`src/rtl/reg_file_scb_if.sv`:
```
// Register-file bus: two read ports with scoreboard status, one write port, one reserve port.
interface reg_file_scb_if #(
    parameter int DATA_W = 32,
    parameter int ADDR_W = 5
);
    logic [ADDR_W-1:0] RF_rd_addr1;
    logic [ADDR_W-1:0] RF_rd_addr2;
    logic              RF_rd_en;
    logic [DATA_W-1:0] RF_rd_data1;
    logic [DATA_W-1:0] RF_rd_data2;
    logic              RF_busy1;
    logic              RF_busy2;
    logic              RF_rd_valid;
    logic              RF_wr_en;
    logic [ADDR_W-1:0] RF_wr_addr;
    logic [DATA_W-1:0] RF_wr_data;
    logic              RF_rsv_en;
    logic [ADDR_W-1:0] RF_rsv_addr;

    modport master (
        output RF_rd_addr1, RF_rd_addr2, RF_rd_en,
        output RF_wr_en, RF_wr_addr, RF_wr_data,
        output RF_rsv_en, RF_rsv_addr,
        input  RF_rd_data1, RF_rd_data2, RF_busy1, RF_busy2, RF_rd_valid
    );

    modport slave (
        input  RF_rd_addr1, RF_rd_addr2, RF_rd_en,
        input  RF_wr_en, RF_wr_addr, RF_wr_data,
        input  RF_rsv_en, RF_rsv_addr,
        output RF_rd_data1, RF_rd_data2, RF_busy1, RF_busy2, RF_rd_valid
    );
endinterface

```
`src/rtl/reg_file_scb.sv`:
```
// Two-read/one-write register file with a per-register pending scoreboard.
// Reads are registered, write-first; busy reflects the same-cycle write clear only.
module reg_file_scb #(
    parameter int DATA_W   = 32,
    parameter int ADDR_W   = 5,
    parameter bit ZERO_REG = 1'b1
) (
    input logic           RF_clk,
    input logic           RF_rst,
    reg_file_scb_if.slave bus
);
    localparam int DEPTH = 2 ** ADDR_W;

    logic [DATA_W-1:0] mem_q [DEPTH];
    logic [DATA_W-1:0] mem_d [DEPTH];
    logic [DEPTH-1:0]  pend_q;
    logic [DEPTH-1:0]  pend_d;
    logic [DEPTH-1:0]  pend_clr_s;
    logic [DATA_W-1:0] rd_data1_q, rd_data1_d;
    logic [DATA_W-1:0] rd_data2_q, rd_data2_d;
    logic              busy1_q, busy1_d;
    logic              busy2_q, busy2_d;
    logic              valid_q, valid_d;
    logic              wr_ok_s;
    logic              rsv_ok_s;

    function automatic logic is_zero_reg(input logic [ADDR_W-1:0] addr);
        return (ZERO_REG == 1'b1) && (addr == {ADDR_W{1'b0}});
    endfunction

    // Next-state for storage, scoreboard and read outputs (write-first bypass via mem_d).
    always_comb begin
        wr_ok_s  = bus.RF_wr_en && !is_zero_reg(bus.RF_wr_addr);
        rsv_ok_s = bus.RF_rsv_en && !is_zero_reg(bus.RF_rsv_addr);

        mem_d      = mem_q;
        pend_clr_s = pend_q;
        if (wr_ok_s) begin
            mem_d[bus.RF_wr_addr]      = bus.RF_wr_data;
            pend_clr_s[bus.RF_wr_addr] = 1'b0;
        end else begin
            pend_clr_s = pend_q;
        end

        // Reserve is applied after the clear so a new producer wins.
        pend_d = pend_clr_s;
        if (rsv_ok_s) begin
            pend_d[bus.RF_rsv_addr] = 1'b1;
        end else begin
            pend_d = pend_clr_s;
        end

        rd_data1_d = rd_data1_q;
        rd_data2_d = rd_data2_q;
        busy1_d    = busy1_q;
        busy2_d    = busy2_q;
        if (bus.RF_rd_en) begin
            rd_data1_d = mem_d[bus.RF_rd_addr1];
            rd_data2_d = mem_d[bus.RF_rd_addr2];
            busy1_d    = pend_clr_s[bus.RF_rd_addr1];
            busy2_d    = pend_clr_s[bus.RF_rd_addr2];
        end else begin
            rd_data1_d = rd_data1_q;
            rd_data2_d = rd_data2_q;
        end
        valid_d = bus.RF_rd_en;
    end

    // State registers with asynchronous clear of contents, scoreboard and outputs.
    always_ff @(posedge RF_clk or posedge RF_rst) begin
        if (RF_rst) begin
            for (int i = 0; i < DEPTH; i++) begin
                mem_q[i] <= {DATA_W{1'b0}};
            end
            pend_q     <= {DEPTH{1'b0}};
            rd_data1_q <= {DATA_W{1'b0}};
            rd_data2_q <= {DATA_W{1'b0}};
            busy1_q    <= 1'b0;
            busy2_q    <= 1'b0;
            valid_q    <= 1'b0;
        end else begin
            mem_q      <= mem_d;
            pend_q     <= pend_d;
            rd_data1_q <= rd_data1_d;
            rd_data2_q <= rd_data2_d;
            busy1_q    <= busy1_d;
            busy2_q    <= busy2_d;
            valid_q    <= valid_d;
        end
    end

    assign bus.RF_rd_data1 = rd_data1_q;
    assign bus.RF_rd_data2 = rd_data2_q;
    assign bus.RF_busy1    = busy1_q;
    assign bus.RF_busy2    = busy2_q;
    assign bus.RF_rd_valid = valid_q;
endmodule

```
`src/flat_wrapper.sv`:
```
// flat-port wrapper written by rule: the top's interface ports become plain ports
module reg_file_scb_flat 
#(
    parameter int DATA_W   = 32,
    parameter int ADDR_W   = 5,
    parameter bit ZERO_REG = 1'b1
)
  (RF_clk, RF_rst, bus_RF_rd_addr1, bus_RF_rd_addr2, bus_RF_rd_en, bus_RF_wr_en, bus_RF_wr_addr, bus_RF_wr_data, bus_RF_rsv_en, bus_RF_rsv_addr, bus_RF_rd_data1, bus_RF_rd_data2, bus_RF_busy1, bus_RF_busy2, bus_RF_rd_valid);
  reg_file_scb_if #(.DATA_W(DATA_W), .ADDR_W(ADDR_W)) bus_i ();
  input logic RF_clk;
  input logic RF_rst;
  input wire logic [$bits(bus_i.RF_rd_addr1)-1:0] bus_RF_rd_addr1;
  input wire logic [$bits(bus_i.RF_rd_addr2)-1:0] bus_RF_rd_addr2;
  input wire logic [$bits(bus_i.RF_rd_en)-1:0] bus_RF_rd_en;
  input wire logic [$bits(bus_i.RF_wr_en)-1:0] bus_RF_wr_en;
  input wire logic [$bits(bus_i.RF_wr_addr)-1:0] bus_RF_wr_addr;
  input wire logic [$bits(bus_i.RF_wr_data)-1:0] bus_RF_wr_data;
  input wire logic [$bits(bus_i.RF_rsv_en)-1:0] bus_RF_rsv_en;
  input wire logic [$bits(bus_i.RF_rsv_addr)-1:0] bus_RF_rsv_addr;
  output wire logic [$bits(bus_i.RF_rd_data1)-1:0] bus_RF_rd_data1;
  output wire logic [$bits(bus_i.RF_rd_data2)-1:0] bus_RF_rd_data2;
  output wire logic [$bits(bus_i.RF_busy1)-1:0] bus_RF_busy1;
  output wire logic [$bits(bus_i.RF_busy2)-1:0] bus_RF_busy2;
  output wire logic [$bits(bus_i.RF_rd_valid)-1:0] bus_RF_rd_valid;
  assign bus_i.RF_rd_addr1 = bus_RF_rd_addr1;
  assign bus_i.RF_rd_addr2 = bus_RF_rd_addr2;
  assign bus_i.RF_rd_en = bus_RF_rd_en;
  assign bus_i.RF_wr_en = bus_RF_wr_en;
  assign bus_i.RF_wr_addr = bus_RF_wr_addr;
  assign bus_i.RF_wr_data = bus_RF_wr_data;
  assign bus_i.RF_rsv_en = bus_RF_rsv_en;
  assign bus_i.RF_rsv_addr = bus_RF_rsv_addr;
  assign bus_RF_rd_data1 = bus_i.RF_rd_data1;
  assign bus_RF_rd_data2 = bus_i.RF_rd_data2;
  assign bus_RF_busy1 = bus_i.RF_busy1;
  assign bus_RF_busy2 = bus_i.RF_busy2;
  assign bus_RF_rd_valid = bus_i.RF_rd_valid;
  reg_file_scb #(.DATA_W(DATA_W), .ADDR_W(ADDR_W), .ZERO_REG(ZERO_REG)) u_core (.RF_clk(RF_clk), .RF_rst(RF_rst), .bus(bus_i));
endmodule
```
`config.mk`:
```
export PLATFORM = sky130hd
export DESIGN_NAME = reg_file_scb_flat
export DESIGN_NICKNAME = d
export VERILOG_FILES = /design/src/rtl/reg_file_scb_if.sv /design/src/rtl/reg_file_scb.sv /design/src/flat_wrapper.sv
export SDC_FILE = /design/constraint.sdc
export NUM_CORES = 2
export LEC_CHECK = 0
export CAP_MARGIN = 5
export CORE_MARGIN = 5
export CORE_UTILIZATION = 55
export CTS_CLUSTER_DIAMETER = 60
export DETAILED_ROUTE_END_ITERATION = 10
export PLACE_DENSITY = 0.69
export SYNTH_ARGS = -nofsm -noshare
export SYNTH_HDL_FRONTEND = slang
export SYNTH_SLANG_ARGS = --single-unit
```
`constraint.sdc`:
```
create_clock -name RF_clk -period 49 [get_ports RF_clk]
set_clock_uncertainty 0.15 [all_clocks]
set_input_delay 9.8 -clock RF_clk [delete_from_list [all_inputs] [get_ports RF_clk]]
set_output_delay 9.8 -clock RF_clk [all_outputs]
set_load 0.02 [all_outputs]
```
# --- Word level (Yosys, flattened, before mapping) ---
# Cells that the tools add are included.
word_totals:
  ff_bits: 1123
  in_bits: 57
  out_inout_bits: 67
  wordCells: 83
classes:
  n_lt_le_gt_ge: 10
  mux: 20
  bitwise_logic: 6
  n_reduce_logical: 9
op_table:
  columns: ["op", "n"]
  rows:
  - ["$bwmux 1024", 1]
  - ["$mux 1024", 1]
  - ["$bmux 32 s5", 2]
  - ["$mux 32", 7]
  - ["$demux 32 s5", 1]
  - ["$and 32x32->32", 1]
  - ["$not 32->32", 1]
  - ["$or 32x32->32", 1]
  - ["$lt 5x6->1 const B", 4]
  - ["$ge 6x6->1 const B", 3]
  - ["$not 5->6", 3]
  - ["$bmux 1 s5", 2]
  - ["$demux 1 s5", 2]
  - ["$ge 5x1->1 const B", 2]
  - ["$logic_not 5->1", 2]
  - ["$lt 6x1->1 const B", 1]
  - ["$logic_and 1x1->1", 5]
  - ["$mux 1", 4]
  - ["$logic_not 1->1", 2]

# --- Longest topological paths before layout ---
depth:
  ltp_word: 10
  depth_mapped: 12
  depth_no_buf: 8

# --- Least setup slack after synthesis ---
# Ideal clock, no wire load.
synth_path:
  path_kind: "input-to-reg"
  startpoint: "input bus_RF_wr_addr[4]"
  endpoint: "register u_core.rd_data1_q[1], in the netlist u_core.bus.RF_rd_data1[1]"
  setup_ns: 0.145
  t_arrival_ns: 11.895
  required_time_ns: 48.705
  path_slack_ns: 36.810
  path_stages: 8
  path_buffers: 1
  path_cell_list: "buf_2 > or4b_1 > nor2_2 > mux2_2 > mux4_2 > o221a_1 > o21ai_1 > a32oi_1"
synth_rtl:
  columns: ["item", "line", "text"]
  rows:
  - ["start: declaration", "flat_wrapper.sv:16", "input wire logic [$bits(bus_i.RF_wr_addr)-1:0] bus_RF_wr_addr;"]
  - ["end signal: assignment", "reg_file_scb.sv:76", "rd_data1_q <= {DATA_W{1'b0}};"]
  - ["end signal: assignment", "reg_file_scb.sv:84", "rd_data1_q <= rd_data1_d;"]
  - ["end: declaration", "reg_file_scb.sv:19", "logic [DATA_W-1:0] rd_data1_q, rd_data1_d;"]

# --- Final worst setup path ---
layout_path:
  startpoint: "input bus_RF_wr_addr[2]"
  endpoint: "register u_core.rd_data1_q[31], in the netlist u_core.bus.RF_rd_data1[31]"
layout_via:
  elab_chain_cells: 10
  word_cells_on_any_way: 14
  cone_classes: "order compare (2); mux (7); bitwise (1); reduce/logical (4)"
layout_lines:
  columns: ["item", "line", "text"]
  rows:
  - ["$not 5->6 (not written as such)", "reg_file_scb.sv:39", "mem_d[bus.RF_wr_addr] = bus.RF_wr_data;"]
  - ["$ge 6x6->1 (not written as such) / $lt 6x1->1 (equally long branches)", "reg_file_scb.sv:39", null]
  - ["$logic_and 1x1->1 (not written as such)", "reg_file_scb.sv:39", null]
  - ["$mux 32 (not written as such)", "reg_file_scb.sv:39", null]
  - ["$demux 32 s5", "reg_file_scb.sv:39", null]
  - ["$bwmux 1024", "reg_file_scb.sv:39", null]
  - ["$mux 1024 (*)", "reg_file_scb.sv:38", "if (wr_ok_s) begin"]
  - ["$bmux 32 s5 (*)", "reg_file_scb.sv:58", "rd_data1_d = mem_d[bus.RF_rd_addr1];"]
  - ["$mux 32 (not written as such) (*) (2 in a row)", "reg_file_scb.sv:58", null]
# Every way passes the cells marked *; elsewhere a longest branch is shown, timed or not. The select of a mux whose other input is x is not followed.
# A chain may end at the register's enable or synchronous reset.

==> impl_metrics.toml <==
[outcome]
status = "finished with violations"
violations = "capacitance limit, slew limit"

[clocking]
clkTransAtPathRegs_ns = 0.06
clk_path_buf_depth = 3
clock_sinks = 1123
cts_tree = "yes"
cts_buffers = 130
cts-resized-gates = 0
clk_latency_ns = 0.77
postCtsSetupBuffers = 0
cts-hold-fix-buffers = 0
clock-root-buffer = "clkbuf_16"
htreeDepth = 4

[timing]
final_max_slew_viol_count = 6
fin_crit_ns = 13.95
finalSetupViolations = 0
slew_headroom_pct = -5.50
hold_viol_final = 0
finalSetupTns_ns = 0
clock.fmax_ghz = 0.0717
rsz0062_at_grt = "no"
hold_ws_ns = 0.235
period_share_pct = 28.5
worst_pin_slew_ns = 1.58

[floorplan]
die_h_um = 342
die_area_um2 = 117000
fp.coreArea_um2 = 109000
die_w_um = 342
rows = 121
top_level_ports = 124
start_util_pct = 55.5

[finish]
layout-drive-gt1-share_pct = 20.9
nets = 5633
syn_to_final_growth_pct = 11.2
fillers = 8884

[synth]
synth_cells = 5680
netlist_top_cells_area = "dfrtp_1, mux2_2, mux2i_1, mux4_2, o21ai_0"
synth_edf_count = 0
ys_warn_count = 0
synth-main-ff-cell = "dfrtp_1"
synth_area_per_cell_um2 = 10.7
ys_seq_elements = 1123
synthDistinctLibCells = 88
synth_top_area_share_pct = 46.4
synth.net_count = 5737
synth_area_leader_cell = "dfrtp_1"
async_flop_share_pct = 100
syn_area_um2 = 60500
yosysSeqAreaShare_pct = 46.4

[detailed_routing]
drc = 0
totalWireLength_mm = 252
drt.antenna.violating_nets = 0
wl_per_cell_um = 35.6
drt_iter0_drc = 9035
firstDrtPassIters = 7
via_per_inst = 7.41
vias = 52600

[global_route]
antenna_found_initial = 14
grt_pass1_wl_mm = 361
overflow = 0
grt_pass1_vias = 51300
track_usage_pct = 42.4
grt_max_degree = 116

[place]
place_hpwl_mm = 156
port_buffers = 123
gp_congestion = 1.03

[power_and_ir_drop]
ir_drop_v = 0.0000315
power.density_nw_per_um2 = 41.4
leakagePower_uw = 0.0324

[setup_path]
slowest_stage = "clkdlybuf4s50_1"
cp_cell_sequence = "clkdlybuf4s50_1, and4bb_1, nand2_2, buf_4, mux2i_1, mux4_2, a2bb2oi_1, o21bai_1, o221a_2"
path_max_fanout = 19
path_delay_family = "simple AND/OR/NAND/NOR gates"
worstPathBufferInverterCount = 2
required_ns = 49.54
worst_path_largest_cell_delay_ns = 0.86
worstSetupEndpointType = "register"
cp-start-kind = "input port"
setup.worst_path.class = "in2reg"
crit_arrival_ns = 14.50

[job]
maxCapViolCount = 1

[min_path]
hold_path_class = "reg2reg"
## synthesized netlist by cell type, types with 10 or more instances
library cell and n:
dfrtp_1 1123, o21ai_0 502, mux2i_1 492, mux2_2 490, inv_1 444, clkbuf_1 383, o22ai_1 300, nor2_1 283
nand2_1 277, mux4_2 188, a21oi_1 111, nand3_1 108, buf_2 92, buf_1 75, nor3_1 66, o221ai_1 57
o211ai_1 50, a22oi_1 43, a31oi_1 42, a211oi_1 39, a311oi_1 38, a2bb2oi_1 35, a221oi_1 31, o22a_1 28
o21ai_1 22, buf_4 19, o311ai_0 19, nand2b_1 18, o21a_1 18, or3_1 18, o32ai_1 16, a222oi_1 14
o31ai_1 14, a22o_1 13, a21o_1 11, nand4_1 11, o2111ai_1 11, a32oi_1 10, and3_1 10
## routing by layer
metal  part of all wire (%)  wire (um)  global-route usage (%)
met5                  0.033         84                       0
met4                     10      25500                    32.8
met3                     15      37000                    16.4
met2                     40     102000                    58.7
met1                     35      87900                    53.1
## final timing paths
kind	startpoint	end	slack, ns	cells after the start
max in group asynchronous	RF_rst	u_core.mem_q[816]$_DFF_PP0_	35.11	6
worst max-delay path	bus_RF_wr_addr[2]	u_core.bus.RF_rd_data1[31]$_DFFE_PP0P_	35.05	9
min in group asynchronous	RF_rst	u_core.mem_q[64]$_DFF_PP0_	9.49	2
worst min-delay path	u_core.pend_q[0]$_DFF_PP0_	u_core.pend_q[0]$_DFF_PP0_	0.23	0
worst max register to register	u_core.mem_q[107]$_DFF_PP0_	u_core.bus.RF_rd_data2[11]$_DFFE_PP0P_	46.60	5
worst min register to register	u_core.pend_q[0]$_DFF_PP0_	u_core.pend_q[0]$_DFF_PP0_	0.23	0
## state kept, by name, summed over array words and instances (netlist names)
name,cells
u_core.bus.RF_busy2,1
u_core.bus.RF_rd_data2,32
u_core.bus.RF_rd_valid,1
u_core.mem_q,1024
u_core.pend_q,32
u_core.bus.RF_rd_data1,32
u_core.bus.RF_busy1,1
## metrics by stage
step,power (uW),instances,cell area (um2),utilization (%),setup slack [ns]
2_1_floorplan,1590,5680,60500,-,7.43
3_5_place_dp,1790,6857,63000,57.8,34.23
4_1_cts,2760,7088,67300,61.7,35.02
3_3_place_gp,1760,6856,63000,57.8,34.27
5_1_grt,2870,7090,67300,61.7,34.45
6_report,2790,7097,67300,61.7,35.05
## cell usage in the layout, fill, tap and decap left out, types with 25 or more instances in the layout
cell type / count
a211oi_1: 39
a21oi_1: 109
a221oi_1: 31
a22oi_1: 43
a2bb2oi_1: 35
a311oi_1: 38
a31oi_1: 42
buf_4: 208
clkbuf_1: 33
clkbuf_16: 135
clkbuf_8: 25
clkdlybuf4s50_1: 114
dfrtp_1: 1123
inv_1: 441
mux2_2: 490
mux2i_1: 492
mux4_2: 188
nand2_1: 260
nand3_1: 105
nor2_1: 271
nor3_1: 66
o211ai_1: 50
o21ai_0: 499
o221ai_1: 57
o22a_1: 28
o22ai_1: 300
## kinds of logic after synthesis
family                    synth area share [%]
and+or+nand+nor                           6.37
AOI/OAI and AO/OA                         16.2
xor gates and xnor gates                0.0434
buffers and inverters                     6.63
DFF                                       46.4
muxes                                     24.3
## layout make-up
type / instances / area, um2 / share of cell area [%]
repair buffers: 333 / 2820 / 4.19
clock buffers: 192 / 3830 / 5.70
well taps: 1414 / 1770 / 2.63
diodes: 8 / 20.0 / 0.0298
flip-flops and latches: 1123 / 28100 / 41.8
inverters: 450 / 1700 / 2.53
clock inverters: 39 / 420 / 0.625
multi-input cells: 3538 / 28600 / 42.5
## where the power goes
group / internal [uW] / switching [uW] / leakage (uW)
clock: 571 / 410 / 0.00210
sequential: 1100 / 78.0 / 0.0143
combinational: 255 / 373 / 0.0159
(Power assumes the default switching activity.)
